File: src/rtl/step_pulse_gen_if.sv
// Segment command channel from the UART command parser into one step/dir axis.
interface step_pulse_gen_if #(
    parameter int DIV_W = 15,
    parameter int CNT_W = 14
);
    logic             cmd_valid;
    logic             cmd_ready;
    logic [DIV_W-1:0] cmd_divider;
    logic [CNT_W-1:0] cmd_steps;
    logic             cmd_dir;

    modport master (output cmd_valid, cmd_divider, cmd_steps, cmd_dir, input cmd_ready);
    modport slave  (input cmd_valid, cmd_divider, cmd_steps, cmd_dir, output cmd_ready);
endinterface

File: src/rtl/step_pulse_gen.sv
// Per-axis STEP/DIR pulse generator with a one-deep pending segment slot so
// consecutive same-direction segments chain without a gap.
module step_pulse_gen #(
    parameter int DIV_W     = 15,
    parameter int CNT_W     = 14,
    parameter int POS_W     = 20,
    parameter int PULSE_W   = 48,
    parameter int DIR_SETUP = 24
) (
    input  logic                    CLK,
    input  logic                    rst_n,
    step_pulse_gen_if.slave         cmd,
    input  logic                    abort,
    output logic                    step,
    output logic                    dir,
    output logic                    active,
    output logic                    seg_done,
    output logic signed [POS_W-1:0] pos
);

    typedef enum logic [1:0] {IDLE, SETUP, RUN} stateT;

    localparam logic [DIV_W-1:0] MIN_PERIOD = DIV_W'(2 * PULSE_W);
    localparam logic [DIV_W-1:0] PULSE_LIM  = DIV_W'(PULSE_W);
    localparam logic [DIV_W-1:0] SETUP_LOAD = DIV_W'(DIR_SETUP - 1);

    stateT            state;
    logic             pendValid;
    logic [DIV_W-1:0] pendDiv;
    logic [CNT_W-1:0] pendSteps;
    logic             pendDir;
    logic [DIV_W-1:0] period;
    logic [DIV_W-1:0] cnt;
    logic [CNT_W-1:0] stepsLeft;
    logic             segDir;
    logic             xfer;
    logic [DIV_W-1:0] pendPeriod;

    assign cmd.cmd_ready = ~pendValid;
    assign xfer          = cmd.cmd_valid & ~pendValid;
    assign pendPeriod    = (pendDiv < MIN_PERIOD) ? MIN_PERIOD : pendDiv;

    // segDir is the direction of the loaded segment; the dir pin follows it
    // on the first SETUP cycle so the driver sees exactly DIR_SETUP clocks.
    always_ff @(posedge CLK or negedge rst_n) begin
        if (!rst_n) begin
            state     <= IDLE;
            pendValid <= 1'b0;
            pendDiv   <= '0;
            pendSteps <= '0;
            pendDir   <= 1'b0;
            period    <= '0;
            cnt       <= '0;
            stepsLeft <= '0;
            segDir    <= 1'b0;
            step      <= 1'b0;
            dir       <= 1'b0;
            active    <= 1'b0;
            seg_done  <= 1'b0;
            pos       <= '0;
        end else if (abort) begin
            state     <= IDLE;
            pendValid <= 1'b0;
            segDir    <= dir;
            step      <= 1'b0;
            active    <= 1'b0;
            seg_done  <= 1'b0;
        end else begin
            seg_done <= 1'b0;
            step     <= 1'b0;
            if (xfer) begin
                pendValid <= 1'b1;
                pendDiv   <= cmd.cmd_divider;
                pendSteps <= cmd.cmd_steps;
                pendDir   <= cmd.cmd_dir;
            end
            case (state)
                IDLE: begin
                    if (pendValid) begin
                        pendValid <= 1'b0;
                        if (pendSteps == '0) begin
                            seg_done <= 1'b1;
                        end else begin
                            period    <= pendPeriod;
                            stepsLeft <= pendSteps;
                            segDir    <= pendDir;
                            active    <= 1'b1;
                            if (pendDir != segDir) begin
                                state <= SETUP;
                                cnt   <= SETUP_LOAD;
                            end else begin
                                state <= RUN;
                                cnt   <= '0;
                            end
                        end
                    end
                end
                SETUP: begin
                    dir <= segDir;
                    if (cnt == '0) begin
                        state <= RUN;
                    end else begin
                        cnt <= cnt - DIV_W'(1);
                    end
                end
                RUN: begin
                    step <= (cnt < PULSE_LIM);
                    if (cnt == '0) begin
                        pos <= segDir ? pos + POS_W'(1) : pos - POS_W'(1);
                    end
                    // A zero-step pending segment is left in the slot for IDLE to retire.
                    if (cnt == period - DIV_W'(1)) begin
                        cnt <= '0;
                        if (stepsLeft == CNT_W'(1)) begin
                            seg_done <= 1'b1;
                            if (pendValid && pendSteps != '0) begin
                                pendValid <= 1'b0;
                                period    <= pendPeriod;
                                stepsLeft <= pendSteps;
                                segDir    <= pendDir;
                                if (pendDir != segDir) begin
                                    state <= SETUP;
                                    cnt   <= SETUP_LOAD;
                                end
                            end else begin
                                state  <= IDLE;
                                active <= 1'b0;
                            end
                        end else begin
                            stepsLeft <= stepsLeft - CNT_W'(1);
                        end
                    end else begin
                        cnt <= cnt + DIV_W'(1);
                    end
                end
                default: state <= IDLE;
            endcase
        end
    end

endmodule

File: src/flat_wrapper.sv
// flat-port wrapper written by rule: the top's interface ports become plain ports
module step_pulse_gen_flat 
#(
    parameter int DIV_W     = 15,
    parameter int CNT_W     = 14,
    parameter int POS_W     = 20,
    parameter int PULSE_W   = 48,
    parameter int DIR_SETUP = 24
)
  (CLK, rst_n, abort, step, dir, active, seg_done, pos, cmd_cmd_valid, cmd_cmd_divider, cmd_cmd_steps, cmd_cmd_dir, cmd_cmd_ready);
  step_pulse_gen_if #(.DIV_W(DIV_W), .CNT_W(CNT_W)) cmd_i ();
  input  logic CLK;
  input  logic rst_n;
  input  logic abort;
  output logic step;
  output logic dir;
  output logic active;
  output logic seg_done;
  output logic signed [POS_W-1:0] pos;
  input wire logic [$bits(cmd_i.cmd_valid)-1:0] cmd_cmd_valid;
  input wire logic [$bits(cmd_i.cmd_divider)-1:0] cmd_cmd_divider;
  input wire logic [$bits(cmd_i.cmd_steps)-1:0] cmd_cmd_steps;
  input wire logic [$bits(cmd_i.cmd_dir)-1:0] cmd_cmd_dir;
  output wire logic [$bits(cmd_i.cmd_ready)-1:0] cmd_cmd_ready;
  assign cmd_i.cmd_valid = cmd_cmd_valid;
  assign cmd_i.cmd_divider = cmd_cmd_divider;
  assign cmd_i.cmd_steps = cmd_cmd_steps;
  assign cmd_i.cmd_dir = cmd_cmd_dir;
  assign cmd_cmd_ready = cmd_i.cmd_ready;
  step_pulse_gen #(.DIV_W(DIV_W), .CNT_W(CNT_W), .POS_W(POS_W), .PULSE_W(PULSE_W), .DIR_SETUP(DIR_SETUP)) u_core (.CLK(CLK), .rst_n(rst_n), .cmd(cmd_i), .abort(abort), .step(step), .dir(dir), .active(active), .seg_done(seg_done), .pos(pos));
endmodule
File: config.mk
export PLATFORM = sky130hd
export DESIGN_NAME = step_pulse_gen_flat
export DESIGN_NICKNAME = d
export VERILOG_FILES = /design/src/rtl/step_pulse_gen_if.sv /design/src/rtl/step_pulse_gen.sv /design/src/flat_wrapper.sv
export SDC_FILE = /design/constraint.sdc
export NUM_CORES = 1
export LEC_CHECK = 0
export ABC_AREA = 0
export BUFFER_PORTS_ARGS = -buffer_cell sky130_fd_sc_hd__buf_2
export CORE_MARGIN = 2
export CORE_UTILIZATION = 50
export CTS_CLUSTER_SIZE = 28
export DETAILED_ROUTE_END_ITERATION = 7
export GPL_ROUTABILITY_DRIVEN = 1
export PLACE_DENSITY = 0.69
export SLEW_MARGIN = 40
export SYNTH_ARGS = -nofsm -noshare
export SYNTH_HDL_FRONTEND = slang
export SYNTH_SLANG_ARGS = --single-unit
File: constraint.sdc
create_clock -name CLK -period 3.2 [get_ports CLK]
set_input_delay 0.32 -clock CLK [delete_from_list [all_inputs] [get_ports CLK]]
set_output_delay 0.32 -clock CLK [all_outputs]
set_load 0.005 [all_outputs]
======== Word level (Yosys, flattened, before mapping) ========
Cells that the tools add are included.
W data, S select, Z words.
cells by class
  magnitude comparators ................... 2
  bitwise operators ....................... 3
  add/subtract/negate cells ............... 6
  muxes and demuxes ....................... 61
  reductions and logical operators ........ 17
  equal/unequal tests ..................... 20
operators by type and width
  cell                     count
  $mux W15                 11
  $mux W14                 5
  $pmux W15 S3             1
  $pmux W15 S2             1
  $sub A15 B1 Y15 const B  2
  $pmux W14 S2             1
  $mux W1                  25
  $reduce_and A6 Y1        4
  $add A20 B2 Y20 const B  1
  $mux W20                 1
  $sub A20 B2 Y20 const B  1
  $mux W2                  9
  $add A15 B1 Y15 const B  1
  $eq A15 B15 Y1           1
  $logic_not A15 Y1        1
  $lt A15 B6 Y1 const B    1
  $lt A15 B7 Y1 const B    1
  $ne A3 B2 Y1 const B     5
  $eq A14 B1 Y1 const B    1
  $logic_not A14 Y1        1
  $reduce_bool A14 Y1      1
  $sub A14 B1 Y14 const B  1
  $mux W5                  2
  $ne A3 B3 Y1 const B     3
  other kinds (18)         28
storage, ports and cells
  register bits ........................... 102
  bits of input ports ..................... 34
  output and inout bits ................... 25

======== Logic depth before layout (Yosys ltp) ========
Gate-level depths: netlist (run 1).
  word-level depth ........................ 8
  mapped depth ............................ 13
  gate-level depth less buffers ........... 11

======== Worst setup path before layout (run 1) ========
Ideal clock, no wire load.
  path type ............................... register to register
  start point ............................. reg u_core.segDir
  end point ............................... reg u_core.pos[19]
  data required time ...................... 3.121 ns
  setup time .............................. 0.079 ns
  stages on the path, launching flop included .. 12
  period minus slack after synthesis ...... 2.934 ns
  data arrival time ....................... 2.855 ns
  path buffers ............................ 0
  slack ................................... 0.266 ns
  path through ............................ dfrtp_1 > inv_1 > ha_1 > a211oi_1 > nor3_1 > o41ai_1 > a21boi_0 > o41ai_1 > o21ai_0 > xnor2_1 > nor2_1 > xor2_1
between the ends
  cells in the longest elaborated chain, start to end .. 1
ends and longest elaborated chain
  element                   line                   source
  start: declaration        step_pulse_gen.sv:35   logic segDir;
  start signal: assignment  step_pulse_gen.sv:64   segDir <= dir;
  start signal: assignment  step_pulse_gen.sv:86   segDir <= pendDir;
  start signal: assignment  step_pulse_gen.sv:120  segDir <= pendDir;
  $mux W20                  step_pulse_gen.sv:109  pos <= segDir ? pos + POS_W'(1) : pos - POS_W'(1);
  end signal: assignment    step_pulse_gen.sv:109
  end: declaration          step_pulse_gen.sv:18   output logic signed [POS_W-1:0] pos
Every way passes these cells.
A chain may end at the register's enable or synchronous reset.

======== Final worst setup path (run 1) ========
  start point ............................. reg u_core.period[2]
  end point ............................... reg u_core.cnt[3]
between the ends
  cells in the longest elaborated chain, start to end .. 4
ends and longest elaborated chain
  element                   line                   source
  start: declaration        step_pulse_gen.sv:32   logic [DIV_W-1:0] period;
  start signal: assignment  step_pulse_gen.sv:84   period <= pendPeriod;
  start signal: assignment  step_pulse_gen.sv:118  period <= pendPeriod;
  $sub A15 B1 Y15           step_pulse_gen.sv:112  if (cnt == period - DIV_W'(1)) begin
  $eq A15 B15 Y1            step_pulse_gen.sv:112
  $mux W15                  step_pulse_gen.sv:112
  $pmux W15 S3              step_pulse_gen.sv:77   case (state)
  end signal: assignment    step_pulse_gen.sv:103  cnt <= cnt - DIV_W'(1);
  end signal: assignment    step_pulse_gen.sv:133  cnt <= cnt + DIV_W'(1);
  end: declaration          step_pulse_gen.sv:33   logic [DIV_W-1:0] cnt;
Every way passes these cells.

==> metrics.cfg, run 1 <==
[global_route]
grt_util_all_layers_pct = 24.23
antenna_found_initial = 1
grt_max_degree = 63
overflow = 0
grt_pass1_wl_mm = 28.33
first_global_vias = 5866

[route]
detail_route.drc_violations = 0
wl_per_cell_um = 17.37
drt_pre_antenna_iters = 6
vias = 5935
final_antenna_net_count = 0
routed_wirelength_mm = 16.79
vias_per_cell = 6.138
drt_first_iter_violations = 523

[worst_setup_path]
end_kind = flip-flop
critical_path.max_stage_delay_ns = 0.49
critPathMostFrequentCell = or3_1
critical_path.n_buffers_inverters = 1
slowest_stage = dfrtp_1
critical_path_arrival_ns = 3.35
critical_path_peak_fanout = 10
category_of_the_most_critical_setup_path = flip-flop to flip-flop
startpoint_type = flip-flop
critical_path.cell_chain = or3_1, o311ai_0, a21oi_1, o21ai_2, nor4_4, buf_4, a21o_1, or3_1, a2111oi_2, a221o_1
critical-path-top-delay-family = compound AO/OA/AOI/OAI gates
cp.required_ns = 3.50

[place]
cell_area_after_placement_um2 = 7269
place.detailed.instances = 946
placement.io_buffers = 58
gp_routability_congestion = 0.8945
dp_hpwl_mm = 12.30
post-place-ws_ns = 0.04342

[pwr]
powerDensity_nw_per_um2 = 931.9
worst_ir_drop_vdd_mv = 0.4376
power_mw = 7.130
power_leakage_nw = 3.381

[logic_synthesis]
syn-instance-count = 729
syn-cell-area_um2 = 6710
ys_seq_elements = 102
synth_edf_count = 0
async_flop_share_pct = 100.0
postSynthNetCount = 792
seq_area_frac_synth_pct = 38.04
syn_avg_cell_area_um2 = 9.205
ys_types = 72
synth-warning-count = 0
postSynth.topFlopCell = dfrtp_1

[layout]
area_delta_synth_final_pct = 14.02
final_net_count = 849
postLayoutCoreUtil_pct = 58.01
most-common-layout-cells = dfrtp_1 (100), buf_2 (57), nand2_1 (54)
layout.cells.most_common = dfrtp_1
final_area_um2 = 7651
finish.cell_count_without_fillers = 967
antenna_cells_inserted = 0
drive_above_1_share_pct = 21.74

[sta]
final.hold.worst_slack_ns = 0.1866
finalWorstPathRequiredPeriod_ns = 3.050
finClkSkew_ns = 0.009795
maxSlewHeadroom_pct = 55.47
max_slew.worst_pin.slew_ns = 0.6619
setup-violations-final = 0
fmaxAchievable_mhz = 327.8
hold_violations = 0
fin_crit_share_pct = 95.32
slew_viol_final = 0
fin_setup_tns_ns = 0
setup_slack_ns = 0.1498

[floorplan]
die_height_um = 119.8
dieArea_um2 = 14360
die_x_um = 119.8
coreArea_um2 = 13190
rows = 42
initial_core_util_pct = 50.87
boundary_pin_count = 59

[clock_network]
tritoncts = built
h-tree-depth = 3
clockBufferDepth = 2
clkSlewWorstSetupHoldPaths_ns = 0.08
root_buffer = clkbuf_16
worst_skew_pair.late_latency_ns = 0.36
numClockSinks = 102
numCtsBuffers = 9

[run]
cap_violations = 0

[status]
run_status = finished clean

[min_path]
min-delay-path-class = primary input to flip-flop

state kept, by name, indices dropped and copies added (netlist names), 2 cells and up:
| name | cells |
|---|---|
| u_core.pendDiv | 15 |
| u_core.stepsLeft | 14 |
| u_core.pos | 20 |
| u_core.state | 2 |
| u_core.cnt | 15 |
| u_core.period | 15 |
| u_core.pendSteps | 14 |
final timing paths:
check                             startpoint                    to  slack (ns)  cells past startpoint
setup / recovery            u_core.period[2]         u_core.cnt[3]        0.15                     10
hold / removal             cmd_cmd_steps[10]  u_core.pendSteps[10]        0.19                      2
setup reg to reg            u_core.period[2]         u_core.cnt[3]        0.15                     10
hold reg to reg               u_core.pos[19]        u_core.pos[19]        0.49                      1
max in group asynchronous              rst_n      u_core.period[0]        1.96                      3
min in group asynchronous              rst_n         u_core.cnt[6]        0.49                      2
layout make-up:
type                       instances  area, µm²
fill                            1179       5539
clock inverter                     7      86.33
multi-input combinational        560       3918
timing repair buffer              89      553.0
clock buffer                       9      225.2
sequential                       102       2555
inverter                          24      93.84
tap                              176      220.2
repair_timing:
item,4_1_cts,5_1_grt
setup buffers,0,4
endpoints found under the setup margin,0,5
gates resized for setup,0,10
hold endpoints to repair,40,0
hold buffers,1,0
cell usage after synthesis (9+ instances only):
library cell / n / area share (%)
inv_1: 24 / 1.3
a21o_1: 13 / 1.5
xnor2_1: 19 / 2.5
xor2_1: 18 / 2.3
o31ai_1: 19 / 2.1
a31oi_1: 10 / 0.93
mux2_2: 42 / 7.0
dfrtp_1: 102 / 38
nor3_1: 24 / 1.8
nand2_1: 54 / 3.0
nor4_1: 18 / 1.7
nand3_1: 18 / 1.3
clkbuf_1: 37 / 2.1
and3_1: 12 / 1.1
a21oi_1: 49 / 3.7
o21ai_0: 38 / 2.8
o21ai_1: 9 / 0.67
ha_1: 28 / 5.2
nor2_1: 47 / 2.6
report_power, final:
group	total, mW	internal [mW]	switching, mW
clock network	1.13	0.562	0.572
logic	3.77	1.66	2.10
registers	2.23	1.70	0.533
total	7.13	3.92	3.21
per-layer routing:
| metal | global-route usage [%] | share of wire, % |
|---|---|---|
| met2 | 40.43 | 48 |
| met3 | 4.325 | 5.4 |
| met4 | 8.382 | 2.2 |
| met1 | 31.82 | 44 |
| met5 | 0 | 0.077 |
logic make-up after synthesis:
logic type      synth area share (%)
buf+inv                        4.027
mux                            8.167
xor+xnor                       4.829
flops                          38.04
compound gates                 20.77
simple gates                   18.65
fa+ha+maj                      5.519
Power figures use the tool's default switching activity.
==> run 2: changes to the inputs <==
--- a/config.mk
+++ b/config.mk
@@ -12,7 +12,7 @@
 export CTS_CLUSTER_SIZE = 28
 export DETAILED_ROUTE_END_ITERATION = 7
 export GPL_ROUTABILITY_DRIVEN = 1
-export PLACE_DENSITY = 0.69
+export PLACE_DENSITY = 0.76
 export SLEW_MARGIN = 40
 export SYNTH_ARGS = -nofsm -noshare
 export SYNTH_HDL_FRONTEND = slang
==> run 2 against run 1 <==
- the run now ends with negative hold slack left
- clock skew decreased by 0.0021 ns
- non-clock buffer count fell by 6
- critical path depth up 3
- sequential share of layout area rose by 0.31 points
- combinational power fell by 2%
- clock-buffer cell count stayed put
- total power shrank 1.4%
- final cell count down 0.62%
- largest cell class unchanged
==> metrics.cfg, run 2 (same netlist as run 1, synthesis figures left out) <==
[route]
routed_wirelength_mm = 16.60
wl_met1_mm = 7.353
highest_layer = met4
wl_per_cell_um = 17.27
drt_first_iter_violations = 458
final_antenna_net_count = 0
met3_wirelength_um = 812
vias = 5881
vias_per_cell = 6.120
detail_route.drc_violations = 0
drt_pre_antenna_iters = 5
dr_wl_met2_mm = 8.188

[global_route]
antenna_found_initial = 0
first_global_vias = 5610
grt_max_degree = 103
overflow = 0
grt_util_all_layers_pct = 23.95
grt_pass1_wl_mm = 27.74

[pwr]
p_sw_mw = 3.152
powerDensity_nw_per_um2 = 927.5
power_frac_seq_pct = 32.0
comb_power_share_pct = 52.3
switching_part_of_the_total_power_pct = 44.84
pwr-share-clk_pct = 15.6
power_mw = 7.030
cellInternalPower_mw = 3.878
worst_ir_drop_vdd_mv = 0.6129
power_leakage_nw = 3.340

[worst_setup_path]
slowest_stage = dfrtp_2
r2r-end = u_core.cnt[3]
critical_path_arrival_ns = 3.30
category_of_the_most_critical_setup_path = flip-flop to flip-flop
critical_path.n_buffers_inverters = 3
r2r_start = u_core.period[0]
cp.required_ns = 3.44
critical_path.max_stage_delay_ns = 0.42
critPathMostFrequentCell = buf_4
critical_path_endpoint = u_core.cnt[3]
worst_setup_path_startpoint = u_core.period[0]
end_kind = flip-flop
reg2reg_slack_ns = 0.13
path_depth = 13
critical-path-top-delay-family = simple AND/OR/NAND/NOR gates
startpoint_type = flip-flop
critical_path.cell_chain = inv_1, ha_2, xor2_1, nand3_1, nor4_1, nand3b_1, nor4_4, buf_4, a21oi_2, buf_4, a32oi_1, o211ai_1, a221o_1
critical_path_peak_fanout = 9
number_of_cell_instances_on_the_worst_register_to_register_path = 13

[floorplan]
initial_core_util_pct = 50.87
die_x_um = 119.8
die_height_um = 119.8
coreArea_um2 = 13190
boundary_pin_count = 59
rows = 42
dieArea_um2 = 14360

[layout]
antenna_cells_inserted = 0
drive_above_1_share_pct = 21.66
most-common-layout-cells = dfrtp_1 (100), buf_2 (57), nand2_1 (54)
final_area_um2 = 7580
largest_register_ff_count = 20
layout.cells.most_common = dfrtp_1
final_net_count = 843
top_register = u_core.pos
postLayoutCoreUtil_pct = 57.47
fill_count = 1145
area_delta_synth_final_pct = 12.96

[status]
run_status = finished with violations
failing_checks = negative hold slack

[sta]
slew_viol_final = 0
max_slew.worst_pin.slew_ns = 0.7563
finClkSkew_ns = 0.007702
hold_violations = 8
setup-violations-final = 0
setup_slack_ns = 0.1323
finalWorstPathRequiredPeriod_ns = 3.068
fmaxAchievable_mhz = 326.0
final.hold.worst_slack_ns = -0.01340
fin_setup_tns_ns = 0
fin_crit_share_pct = 95.87
maxSlewHeadroom_pct = 49.58

[clock_network]
worst_skew_pair.late_latency_ns = 0.35
clkSlewWorstSetupHoldPaths_ns = 0.07
tritoncts = built
root_buffer = clkbuf_16
numCtsBuffers = 9
h-tree-depth = 3
numClockSinks = 102
clockBufferDepth = 2

[place]
dp_hpwl_mm = 12.08
cell_area_after_placement_um2 = 7242
placement.io_buffers = 58
post-place-ws_ns = 0.08500
gp_routability_congestion = 0.9245

[min_path]
min-delay-path-class = primary input to async pin

[run]
cap_violations = 0

[run 2: metal layers]
metal | up-vias | GRT usage, %
met1 | 2866 | 31.84
li1 | 2817 | -
met4 | 0 | 5.294
met5 | - | 0
met2 | 176 | 40.93
met3 | 22 | 4.325
[run 2: cell type report]
type / count / area [µm²] / area share (%)
Clock inverter: 7 / 72.57 / 0.9574
Tap cell: 176 / 220.2 / 2.905
Inverter: 24 / 93.84 / 1.238
Multi-Input combinational cell: 560 / 3920 / 51.72
Sequential cell: 102 / 2555 / 33.71
Timing Repair Buffer: 83 / 493.0 / 6.504
Clock buffer: 9 / 225.2 / 2.971
[run 2: through the flow]
step,cells,hold WS [ns]
2_1_floorplan,729,0.02441
3_3_place_gp,944,0.4178
3_5_place_dp,944,0.4278
4_1_cts,960,0.05153
5_1_grt,961,0.04550
6_report,961,-0.01340
[run 2: worst register-to-register path, cell delays in order, from the launching register on]
cell      delay [ns]
dfrtp_2         0.42
inv_1           0.08
ha_2            0.33
xor2_1          0.14
nand3_1         0.10
nor4_1          0.27
nand3b_1        0.16
nor4_4          0.42
buf_4           0.19
a21oi_2         0.06
buf_4           0.19
a32oi_1         0.16
o211ai_1        0.10
a221o_1         0.33
[run 2: worst min path at each step]
stage | slack, ns | cells after the start | endpoint
after floorplan | 0.02 | 0 | u_core.active
after global placement | 0.42 | 2 | u_core.cnt[7]
after detailed placement | 0.43 | 2 | u_core.cnt[7]
after CTS | 0.05 | 2 | u_core.cnt[7]
after global routing | 0.05 | 2 | u_core.cnt[7]
final | -0.01 | 2 | u_core.cnt[7]
[run 2: what timing repair did]
item	in CTS	in global routing
endpoints found under the hold margin	0	0
hold buffers	0	0
setup endpoints to repair	0	21
gates resized for setup	0	12
setup buffers	0	1
[run 2: power groups by stage]
stage	clock network [mW]	registers, mW	logic (mW)
after global placement	0	2.23	3.51
after global routing	1.18	2.31	4.12
after detailed placement	0	2.25	3.60
final	1.10	2.25	3.68
after floorplan	0	2.02	2.87
after CTS	1.13	2.23	3.64
==> run 3: changes to the inputs <==
--- a/config.mk
+++ b/config.mk
@@ -8,11 +8,11 @@
 export ABC_AREA = 0
 export BUFFER_PORTS_ARGS = -buffer_cell sky130_fd_sc_hd__buf_2
 export CORE_MARGIN = 2
-export CORE_UTILIZATION = 50
+export CORE_UTILIZATION = 35
 export CTS_CLUSTER_SIZE = 28
 export DETAILED_ROUTE_END_ITERATION = 7
 export GPL_ROUTABILITY_DRIVEN = 1
-export PLACE_DENSITY = 0.76
+export PLACE_DENSITY = 0.59
 export SLEW_MARGIN = 40
 export SYNTH_ARGS = -nofsm -noshare
 export SYNTH_HDL_FRONTEND = slang
==> run 3 against run 2 <==
- die area increased by 41%
- wire length is 3.0% higher
- sequential cell count did not move
- utilization shrank 16 points
- global-route usage decreased by 6.6 points
- sequential share of layout area is 0.61 points lower
- hold slack improved by 0.20 ns
- final area grew 1.7%
- setup slack improved by 0.031 ns
- maximum frequency increased by 1.0%
- first-iteration DRC count up 3.1%
- clock power is essentially flat
- critical endpoint is now u_core.cnt[14]
- the run now ends clean
- highest routed layer unchanged
==> metrics.cfg, run 3 (same netlist as run 1, synthesis figures left out) <==
[status]
run_status = finished clean

[global_route]
grt_max_degree = 55
overflow = 0
grt_pass1_wl_mm = 28.39
antenna_found_initial = 0
grt_util_all_layers_pct = 17.39
first_global_vias = 5596

[place]
dp_hpwl_mm = 12.45
gp_routability_congestion = 0.8761
placement.io_buffers = 58

[route]
drt_first_iter_violations = 472
vias = 5838
detail_route.drc_violations = 0
drt_pre_antenna_iters = 5
routed_wirelength_mm = 17.10
final_antenna_net_count = 0
vias_per_cell = 5.673
wl_per_cell_um = 16.62

[pwr]
power_mw = 7.120
powerDensity_nw_per_um2 = 923.2
worst_ir_drop_vdd_mv = 0.4437
power_leakage_nw = 3.388

[sta]
fin_crit_share_pct = 94.89
max_slew.worst_pin.slew_ns = 0.8117
hold_violations = 0
setup-violations-final = 0
finClkSkew_ns = 0.009781
fmaxAchievable_mhz = 329.3
fin_setup_tns_ns = 0
slew_viol_final = 0
finalWorstPathRequiredPeriod_ns = 3.036
maxSlewHeadroom_pct = 45.89

[worst_setup_path]
critical_path_arrival_ns = 3.28
critical_path_peak_fanout = 10
critical_path.cell_chain = or3_1, or4_1, nand3_1, o21ai_2, nor4_4, buf_4, a21o_1, nor2_1, a211o_1, a22o_1
category_of_the_most_critical_setup_path = flip-flop to flip-flop
startpoint_type = flip-flop
worst_setup_path_startpoint = u_core.period[2]
number_of_cell_instances_on_the_worst_register_to_register_path = 10
r2r_start = u_core.period[2]
critical_path.max_stage_delay_ns = 0.48
slowest_stage = dfrtp_1
reg2reg_slack_ns = 0.16
end_kind = flip-flop
cp.required_ns = 3.44
r2r-end = u_core.cnt[14]

[floorplan]
rows = 50
dieArea_um2 = 20290
boundary_pin_count = 59
die_x_um = 142.5
coreArea_um2 = 18770
initial_core_util_pct = 35.75
die_height_um = 142.5

[layout]
final_net_count = 853
largest_register_ff_count = 20
top_register = u_core.pos
area_delta_synth_final_pct = 14.94
antenna_cells_inserted = 0
layout.cells.most_common = dfrtp_1
drive_above_1_share_pct = 22.01
most-common-layout-cells = dfrtp_1 (102), buf_2 (57), nand2_1 (54)

[clock_network]
tritoncts = built
h-tree-depth = 3
clkSlewWorstSetupHoldPaths_ns = 0.08
numCtsBuffers = 9
worst_skew_pair.late_latency_ns = 0.35
numClockSinks = 102
clockBufferDepth = 2
root_buffer = clkbuf_16

[min_path]
holdCritStartpoint = cmd_cmd_divider[13]
worst_hold_endpoint = u_core.pendDiv[13]
min-delay-path-class = primary input to flip-flop
hold_depth = 2

[run]
cap_violations = 0

==> run 3: cell types whose count changed in the layout (fill, tap and decap cells not counted), moves of 2 or more <==
cell      delta
buf_4        +9
clkinv_4     +2
dfrtp_1      +2
dfrtp_2      -2
==> run 3: worst max-delay path by stage <==
stage               cells past startpoint  slack, ns              to
floorplan                              11       0.27  u_core.pos[19]
global route                           11      -0.01  u_core.pos[19]
global placement                       10       0.14  u_core.cnt[14]
finish                                 10       0.16  u_core.cnt[14]
detailed placement                     11       0.02  u_core.pos[19]
CTS                                    10       0.11  u_core.cnt[14]
==> run 3: where the power goes <==
group          internal (mW)  switching (mW)  total (mW)  leakage (nW)
clock network          0.548           0.551        1.10         0.145
logic                   1.68            2.13        3.81          1.96
registers               1.69           0.521        2.22          1.28
==> run 3: metal layers <==
metal  global-route usage [%]  share of wire (%)
met1                    24.24                 48
met2                    28.42                 47
met3                    2.927                4.9
met4                    3.752               0.74
met5                        0                  0
==> run 3: stage by stage <==
stage               instance area, µm²  worst slack [ns]  utilization (%)  hold slack [ns]  cells
floorplan                         6710            0.2661                -          0.02441    729
global placement                  7345            0.1393            39.13           0.4469   1007
detailed placement                7345           0.01780            39.13           0.4502   1007
CTS                               7645            0.1059            40.73          0.06734   1023
global route                      7712         -0.009841            41.09           0.1739   1029
finish                            7712            0.1637            41.09           0.1891   1029
==> run 3: what timing repair did <==
| action | CTS | global route |
|---|---|---|
| gates cloned | 0 | 0 |
| hold buffers | 0 | 1 |
| endpoints found under the hold margin | 0 | 52 |
| buffers inserted | 0 | 5 |
| pin swaps | 0 | 1 |
| setup endpoints to repair | 1 | 9 |
| resized for setup | 1 | 6 |
==> run 3: area by class of cell <==
cell class	count	area [µm²]
fill	1909	11060
sequential	102	2552
inverter	24	93.84
timing repair buffer	93	561.8
clock buffer	9	225.2
multi-input combinational	560	3919
tap	234	292.8
clock inverter	7	67.56
==> run 3: critical path: cells and delay by family (launching register included) <==
kind                   cells  cell delay [ns]
AOI/OAI and AO/OA          4             0.83
buffers and inverters      1             0.19
and+or+nand+nor            5             1.41
DFF                        1             0.48
